[config.mk]
export PLATFORM = sky130hd
export DESIGN_NAME = user_id_reader
export DESIGN_NICKNAME = d
export VERILOG_FILES = /design/src/rtl/user_id_pkg.sv /design/src/rtl/user_id_sck_gen.sv /design/src/rtl/user_id_reader.sv
export SDC_FILE = /design/constraint.sdc
export NUM_CORES = 1
export LEC_CHECK = 0
export ABC_AREA = 0
export CAP_MARGIN = 5
export CORE_MARGIN = 5
export CORE_UTILIZATION = 49
export DETAILED_ROUTE_END_ITERATION = 8
export PLACE_DENSITY = 0.73
export REMOVE_ABC_BUFFERS = 1
export SYNTH_ARGS = -nofsm -noshare
export SYNTH_HDL_FRONTEND = slang
export SYNTH_SLANG_ARGS = --single-unit
[constraint.sdc]
create_clock -name wb_clk_i -period 2 [get_ports wb_clk_i]
set_input_delay 0.4 -clock wb_clk_i [delete_from_list [all_inputs] [get_ports wb_clk_i]]
set_output_delay 0.4 -clock wb_clk_i [all_outputs]
set_load 0.02 [all_outputs]
[src/rtl/user_id_pkg.sv]
// Shared types and defaults for the user project ID reader.
package user_id_pkg;

  localparam int ID_WIDTH_DEF = 32;
  localparam int CLK_DIV_DEF  = 4;
  localparam int HALF_DIV     = CLK_DIV_DEF / 2;

  typedef enum logic [2:0] {
    IDLE    = 3'd0,
    SAMPLE0 = 3'd1,
    SAMPLE1 = 3'd2,
    SHIFT   = 3'd3,
    DONE    = 3'd4
  } state_t;

endpackage

[src/rtl/user_id_sck_gen.sv]
// Serial bit-clock divider: sck low for the first half of each bit period,
// high for the second half, with a strobe on the last cycle of each bit.
// Held cleared (counter 0, sck 0) whenever en is low, so every frame starts
// on a clean bit boundary. CLK_DIV is expected to be even and >= 2.
module user_id_sck_gen
  import user_id_pkg::*;
#(
  parameter int CLK_DIV = CLK_DIV_DEF
) (
  input  logic clk,
  input  logic rst_n,
  input  logic en,
  output logic sck,
  output logic bit_end
);

  localparam int CW = (CLK_DIV > 2) ? $clog2(CLK_DIV) : 1;
  localparam logic [CW-1:0] LAST = CW'(CLK_DIV - 1);
  localparam logic [CW-1:0] HALF = CW'(CLK_DIV / 2);

  logic [CW-1:0] cnt;
  logic [CW-1:0] cnt_nxt;

  // Divider counter wraps to 0 at the end of every bit.
  always_comb begin
    cnt_nxt = (cnt == LAST) ? '0 : cnt + CW'(1);
  end

  assign bit_end = en && (cnt == LAST);

  // sck is registered from the next counter value so it is glitch-free and
  // aligned with the cycle the counter enters the high half.
  always_ff @(posedge clk or negedge rst_n) begin
    if (!rst_n) begin
      cnt <= '0;
      sck <= 1'b0;
    end else if (en) begin
      cnt <= cnt_nxt;
      sck <= (cnt_nxt >= HALF);
    end else begin
      cnt <= '0;
      sck <= 1'b0;
    end
  end

endmodule

[src/rtl/user_id_reader.sv]
// Reads the tie-cell project ID twice, latches it when both samples agree,
// and optionally shifts it out MSB-first on csb/sck/sdo.
//
// state   | meaning
// IDLE    | waiting for a request, req_ready high
// SAMPLE0 | first sample of mask_rev into s0
// SAMPLE1 | second sample compared against s0
// SHIFT   | serial frame in progress, csb low
// DONE    | one-cycle completion pulse
module user_id_reader
  import user_id_pkg::*;
#(
  parameter int ID_WIDTH = ID_WIDTH_DEF,
  parameter int CLK_DIV  = CLK_DIV_DEF
) (
  input  logic                wb_clk_i,
  input  logic                wb_rstn_i,
  input  logic [ID_WIDTH-1:0] mask_rev,
  input  logic                req_valid,
  output logic                req_ready,
  input  logic                serial_en,
  input  logic                abort,
  output logic [ID_WIDTH-1:0] id_value,
  output logic                id_valid,
  output logic                id_err,
  output logic                done,
  output logic                csb,
  output logic                sck,
  output logic                sdo
);

  localparam int BW = $clog2(ID_WIDTH);
  localparam logic [BW-1:0] LAST_BIT = BW'(ID_WIDTH - 1);

  state_t              state;
  logic [ID_WIDTH-1:0] s0;
  logic [ID_WIDTH-1:0] shreg;
  logic [BW-1:0]       bit_cnt;
  logic                ser_req;
  logic                accept;
  logic                sck_en;
  logic                bit_end;
  logic                frame_end;

  assign accept    = req_valid && req_ready;
  // Stopping the divider in the abort cycle forces sck low on the same edge
  // that raises csb.
  assign sck_en    = (state == SHIFT) && !abort;
  assign frame_end = abort || (bit_end && (bit_cnt == LAST_BIT));

  user_id_sck_gen #(
    .CLK_DIV (CLK_DIV)
  ) u_sck_gen (
    .clk     (wb_clk_i),
    .rst_n   (wb_rstn_i),
    .en      (sck_en),
    .sck     (sck),
    .bit_end (bit_end)
  );

  // Request FSM with registered handshake, status and serial outputs.
  always_ff @(posedge wb_clk_i or negedge wb_rstn_i) begin
    if (!wb_rstn_i) begin
      state     <= IDLE;
      req_ready <= 1'b1;
      id_value  <= '0;
      id_valid  <= 1'b0;
      id_err    <= 1'b0;
      done      <= 1'b0;
      csb       <= 1'b1;
      sdo       <= 1'b0;
      s0        <= '0;
      shreg     <= '0;
      bit_cnt   <= '0;
      ser_req   <= 1'b0;
    end else begin
      done <= 1'b0;
      case (state)
        IDLE: begin
          if (accept) begin
            id_valid  <= 1'b0;
            id_err    <= 1'b0;
            ser_req   <= serial_en;
            req_ready <= 1'b0;
            state     <= SAMPLE0;
          end
        end
        SAMPLE0: begin
          s0    <= mask_rev;
          state <= SAMPLE1;
        end
        SAMPLE1: begin
          if (mask_rev == s0) begin
            id_value <= mask_rev;
            if (ser_req) begin
              shreg   <= mask_rev;
              sdo     <= mask_rev[ID_WIDTH-1];
              csb     <= 1'b0;
              bit_cnt <= '0;
              state   <= SHIFT;
            end else begin
              id_valid <= 1'b1;
              done     <= 1'b1;
              state    <= DONE;
            end
          end else begin
            id_err <= 1'b1;
            done   <= 1'b1;
            state  <= DONE;
          end
        end
        SHIFT: begin
          if (frame_end) begin
            csb      <= 1'b1;
            sdo      <= 1'b0;
            id_valid <= 1'b1;
            done     <= 1'b1;
            state    <= DONE;
          end else if (bit_end) begin
            bit_cnt <= bit_cnt + BW'(1);
            shreg   <= {shreg[ID_WIDTH-2:0], 1'b0};
            sdo     <= shreg[ID_WIDTH-2];
          end
        end
        DONE: begin
          req_ready <= 1'b1;
          state     <= IDLE;
        end
        default: begin
          csb       <= 1'b1;
          sdo       <= 1'b0;
          req_ready <= 1'b1;
          state     <= IDLE;
        end
      endcase
    end
  end

endmodule

==> Word level (Yosys, flattened, before mapping) <==
Cells that the tools add are included.
{ "totals": {"reg_bits": 113, "latchBits": 0, "mem_bits_rw": 0, "rom_bits": 0, "inputBits": 37, "out_inout_bits": 39, "elab_cells": 94, "mem_count": 0} }
{ "classes": {"n_addsub": 2, "n_mul": 0, "n_div": 0, "n_lt_le_gt_ge": 1, "n_eq_ne": 16, "shift": 0, "muxes": 38, "bitwise_logic": 2, "n_reduce_logical": 21} }
{ "op_table": {"columns": ["cell", "n"], "rows": [
  ["31-bit two-way mux", 4],
  ["31-bit one-hot mux with 2 select lines", 1],
  ["32-bit == test", 1],
  ["5-bit two-way mux", 4],
  ["2-bit inequality test, second input constant", 8],
  ["1-bit two-way mux", 15],
  ["3-bit two-way mux", 4],
  ["3-bit one-hot mux with 4 select lines", 1],
  ["5-bit one-hot mux with 2 select lines", 1],
  ["5-bit AND reduction", 2],
  ["1-bit one-hot mux with 3 select lines", 3],
  ["2-bit AND reduction", 4],
  ["4-bit AND reduction", 2],
  ["3-bit by 2-bit == test with 1-bit output, second input constant", 2],
  ["1-bit one-hot mux with 2 select lines", 3],
  ["3-bit OR reduction", 2],
  ["5-bit by 1-bit adder with 5-bit output, second input constant", 1],
  ["5-bit == test, second input constant", 1],
  ["1-bit logical AND", 4],
  ["2-bit two-way mux", 2],
  ["2-bit nonzero test", 2],
  ["3-bit by 1-bit == test with 1-bit output, second input constant", 1],
  ["3-bit == test, second input constant", 1],
  ["3-bit logical NOT", 1],
  ["9 further kinds", 10]
]} }

==> Longest topological paths before layout <==
{ "logic_depth": {"word_depth": 7, "depth_mapped": 9, "mapped_depth_nobuf": 8} }

==> By module <==
From an unflattened synthesis, not the netlist that was laid out.
{ "unflattened": {"hier_cells": 427, "hier_area_um2": 5201.2} }
{ "modules_own_cells": {"columns": ["module", "n_inst", "cells_each", "area_per_inst_um2", "seq_area_each_um2"], "rows": [
  ["user_id_reader", 1, 421, 5113.7, 2755.1],
  ["user_id_sck_gen", 1, 6, 87.6, 50.0]
]} }

==> Least setup slack after synthesis <==
OpenSTA, ideal clock, no wires.
{ "synth_path": {"path_type": "reg-to-reg", "start": "register bit_cnt[0]", "end": "register shreg[10]", "setup_time_ns": 0.078, "t_arrival_ns": 1.967, "t_required_ns": 1.922, "slack_ns": -0.045, "stages_incl_launch_ff": 9, "n_path_buf": 1, "period_less_slack_ns": 2.045, "path_cell_list": "dfrtp_1 -> ha_1 -> and3_1 -> ha_1 -> a21o_1 -> nor2_1 -> clkbuf_1 -> a22oi_1 -> o2bb2ai_1"} }
{ "synth_between": {"elab_chain_cells": 5} }
{ "synth_lines": {"columns": ["item", "line", "text"], "rows": [
  ["start, declared", "user_id_reader.sv:38", "logic [BW-1:0] bit_cnt;"],
  ["start signal, assigned", "user_id_reader.sv:120", "bit_cnt <= bit_cnt + BW'(1);"],
  ["5-bit == test", "user_id_reader.sv:49", "assign frame_end = abort || (bit_end && (bit_cnt == LAST_BIT));"],
  ["1-bit logical AND", "user_id_reader.sv:49", null],
  ["1-bit logical OR", "user_id_reader.sv:49", null],
  ["2-bit inequality test (no source line)", null, null],
  ["5-bit AND reduction (no source line)", null, null],
  ["end signal, assigned", "user_id_reader.sv:96", "shreg <= mask_rev;"],
  ["end signal, assigned", "user_id_reader.sv:121", "shreg <= {shreg[ID_WIDTH-2:0], 1'b0};"],
  ["end, declared", "user_id_reader.sv:37", "logic [ID_WIDTH-1:0] shreg;"]
]} }
No other way between the ends.
A chain may end at the register's enable or synchronous reset.

==> Worst setup path in the final report <==
{ "layout_path": {"start": "input mask_rev[2]", "end": "register id_value[29]"} }
{ "layout_between": {"elab_chain_cells": 2} }
{ "layout_lines": {"columns": ["item", "line", "text"], "rows": [
  ["start, declared", "user_id_reader.sv:18", "input logic [ID_WIDTH-1:0] mask_rev,"],
  ["32-bit == test", "user_id_reader.sv:93", "if (mask_rev == s0) begin"],
  ["2-bit AND reduction (no source line)", null, null],
  ["end signal, assigned", "user_id_reader.sv:94", "id_value <= mask_rev;"],
  ["end, declared", "user_id_reader.sv:23", "output logic [ID_WIDTH-1:0] id_value,"]
]} }
No other way between the ends.

==> metrics.md <==
| Metric | Value |
|---|---|
| Final WL | `13.4 mm` |
| Total gr overflow | `0` |
| Nature of the critical path endpoint | `flop` |
| DRT Pass-1 Iters | `4` |
| Vias in the first global route | `3789` |
| Ys async rst share | `1.00` |
| FF/Latch Area | `2810 um^2` |
| Mean Syn Cell Area | `13.7 um^2` |
| First-pass GRT wire length | `20.5 mm` |
| Number of flops mapped to enable cells by yosys | `0` |
| Yosys top cell by area | `dfrtp_1` |
| DR vias/cell | `5.70` |
| Leading cell type in the layout, fill and taps excluded | `dfrtp_1` |
| Tightest Hold Check Type | `input port to flop` |
| Final Setup Violations | `76` |
| TritonCTS clock tree | `done` |
| Slew @ Worst Pin | `480 ps` |
| Overall global routing resource usage | `0.209` |
| Worst-path clk slew | `100 ps` |
| Critical path arrival | `2650 ps` |
| Final ANT Viol Nets | `0` |
| Clock sinks | `between 100 and 150` |
| Syn Inst Count | `366` |
| Routability Congestion | `between 0.8 and 0.9` |
| Fillers | `664` |
| Max IR drop VDD | `0.000633 V` |
| Status | `complete, but fails checks` |
| Crit start category | `input port` |
| Placement Rows | `37` |
| Synthesis-stage register bit count | `112` |
| Nets | `544` |
| Slew margin rel. | `0.680` |
| Fin. max-slew vios | `0` |
| Final worst setup slack | `-380 ps` |
| Tmin final | `between 2000 and 2500 ps` |
| Sequential element share of the synthesized area | `0.560` |
| Hold_ws | `444 ps` |
| Failing checks | `setup timing` |
| Routed len/inst | `20.7 um` |
| Post-synthesis cell type count | `33` |
| Non-filler cells in the finished layout | `645` |
| Synthesis-to-finish area growth | `44.0%` |
| Final TNS setup | `-23640 ps` |
| Setup Skew | `14.9 ps` |
| Critical Path Fanout Max | `16` |
| First DRT Iteration DRCs | `174` |
| Most frequent cells in the layout | `dfrtp_1 (110), clkdlybuf4s50_1 (61), buf_4 (50)` |
| Drt drc | `0` |
| Clk root buf | `clkbuf_8` |
| Static Leakage | `0.00329 uW` |
| Antenna cells | `0` |
| Largest net degree at the start of global routing | `38` |
| H-Tree Depth | `3` |
| Mapped Area | `approximately 5000 um^2` |
| Worst-Skew Late Latency | `390 ps` |
| MaxCap Viol Count | `0` |
| Die width | `~110 um` |
| Starting Density | `0.494` |
| I/O Buffers | `75` |
| Share of cells above drive strength 1 | `0.403` |
| Worst endpoint required time | `2270 ps` |
| Synth top area share | `0.550` |
| CTS buffer count | `9` |
| Area taken by multi-input logic gates | `2480 um^2` |
| Die ar. | `between 10000 and 15000 um^2` |
| WS Path Type | `input port to flop` |
| FMAX | `between 400 and 500 MHz` |
| Final period util | `1.19` |
| Clk buf depth | `2` |
| # IOs | `76` |
| Hold Violations, Final | `0` |
| Yosys warns | `0` |
| R2R Setup Slk | `-300 ps` |
| Pwr/cell area | `1150 nW/um^2` |
| Initial antenna violation count | `0` |
| Most used DFF post-synth | `dfrtp_1` |
| Dpl cells | `616` |
| Core area | `slightly above 10000 um^2` |
| DR vias | `3676` |
| DPL Wire Length | `about 8.2 mm` |
| RSZ-0062 raised after global routing | `true` |
| Synth area leaders | `dfrtp_1 (55%), mux2_4 (9.0%), mux2_2 (7.9%)` |
| Die extent in y | `111 um` |
[power by group]
group	switching, uW	internal [uW]	total [uW]
Combinational	1430	1900	3340
Sequential	598	3000	3600
Clock	778	613	1390
Total	2810	5510	8320
[critical path: stages]
cell and delay [ps]:
clkdlybuf4s50_1 450, xor2_1 180, nor4_2 410, nand4_1 290, nor2_2 250, nand2_4 140
buf_12 220, mux2_4 300
[kinds of logic after synthesis]
kind of cell / Yosys count / share of synthesized area
xor+xnor: 32 / 0.0560
buf+inv: 22 / 0.0232
fa+ha+maj: 3 / 0.00750
flops: 112 / 0.560
simple gates: 46 / 0.0492
compound gates: 86 / 0.135
mux: 65 / 0.169
[synthesized netlist by cell type, types with 4 or more instances]
library cell,n
nand2_1,9
xor2_1,32
o2bb2ai_1,34
dfrtp_1,110
a21oi_1,6
nand4_1,4
mux2_4,30
clkbuf_1,8
nor3_1,5
nor2_1,7
nor4_1,9
mux2_2,35
a22oi_1,31
a21o_1,4
buf_2,9
[path summary, 6_finish.rpt]
kind / startpoint / to / depth (start not counted)
max in group asynchronous: wb_rstn_i / csb$_DFFE_PN1P_ / 3
min reg2reg: u_sck_gen.cnt[0]$_DFF_PN0_ / u_sck_gen.cnt[0]$_DFF_PN0_ / 1
max reg2reg: s0[2]$_DFFE_PN0P_ / id_value[29]$_DFFE_PN0P_ / 7
max: mask_rev[2] / id_value[29]$_DFFE_PN0P_ / 8
min: mask_rev[3] / id_value[3]$_DFFE_PN0P_ / 3
min in group asynchronous: wb_rstn_i / s0[8]$_DFFE_PN0P_ / 2
[sequential cells by signal, summed over array words and instances, names as in the netlist]
signal         count
id_value          32
s0                32
shreg             31
bit_cnt            5
state              3
u_sck_gen.cnt      2
csb                1
done               1
id_err             1
id_valid           1
req_ready          1
sdo                1
ser_req            1
[metrics by stage]
| step | util | total power [uW] | setup slack, ps | area (um^2) |
|---|---|---|---|---|
| finish | 0.711 | 8320 | -380 | 7210 |
| global placement | 0.627 | 5790 | -635 | 6350 |
| detailed placement | 0.627 | 5930 | -702 | 6350 |
| CTS | 0.682 | 7790 | -177 | 6920 |
| floorplan | - | 4960 | -1280 | 4900 |
| global route | 0.711 | 8710 | -445 | 7210 |
[final cells by class]
cell class / count / area share
Multi-Input combinational cell: 232 / 0.345
Clock buffer: 11 / 0.0196
Tap cell: 136 / 0.0236
Inverter: 2 / 0.00104
Clock inverter: 5 / 0.00781
Timing Repair Buffer: 147 / 0.214
Sequential cell: 112 / 0.389
[what timing repair did]
action / in CTS / in global routing
hold buffers: 1 / 0
endpoints found under the hold margin: 31 / 0
pin swaps: 14 / 10
setup buffers: 6 / 2
gates resized for setup: 51 / 38
cloned: 6 / 2
setup endpoints to repair: 74 / 76
[per-layer routing]
layer  GRT usage  vias to the layer above  share of wire
li1            -                     1647              -
met4      0.0835                        0          0.024
met2       0.333                      109           0.50
met5           0                        -              0
met3      0.0284                       25          0.043
met1       0.290                     1895           0.43
Note: power is estimated with default switching activity, not from simulation.
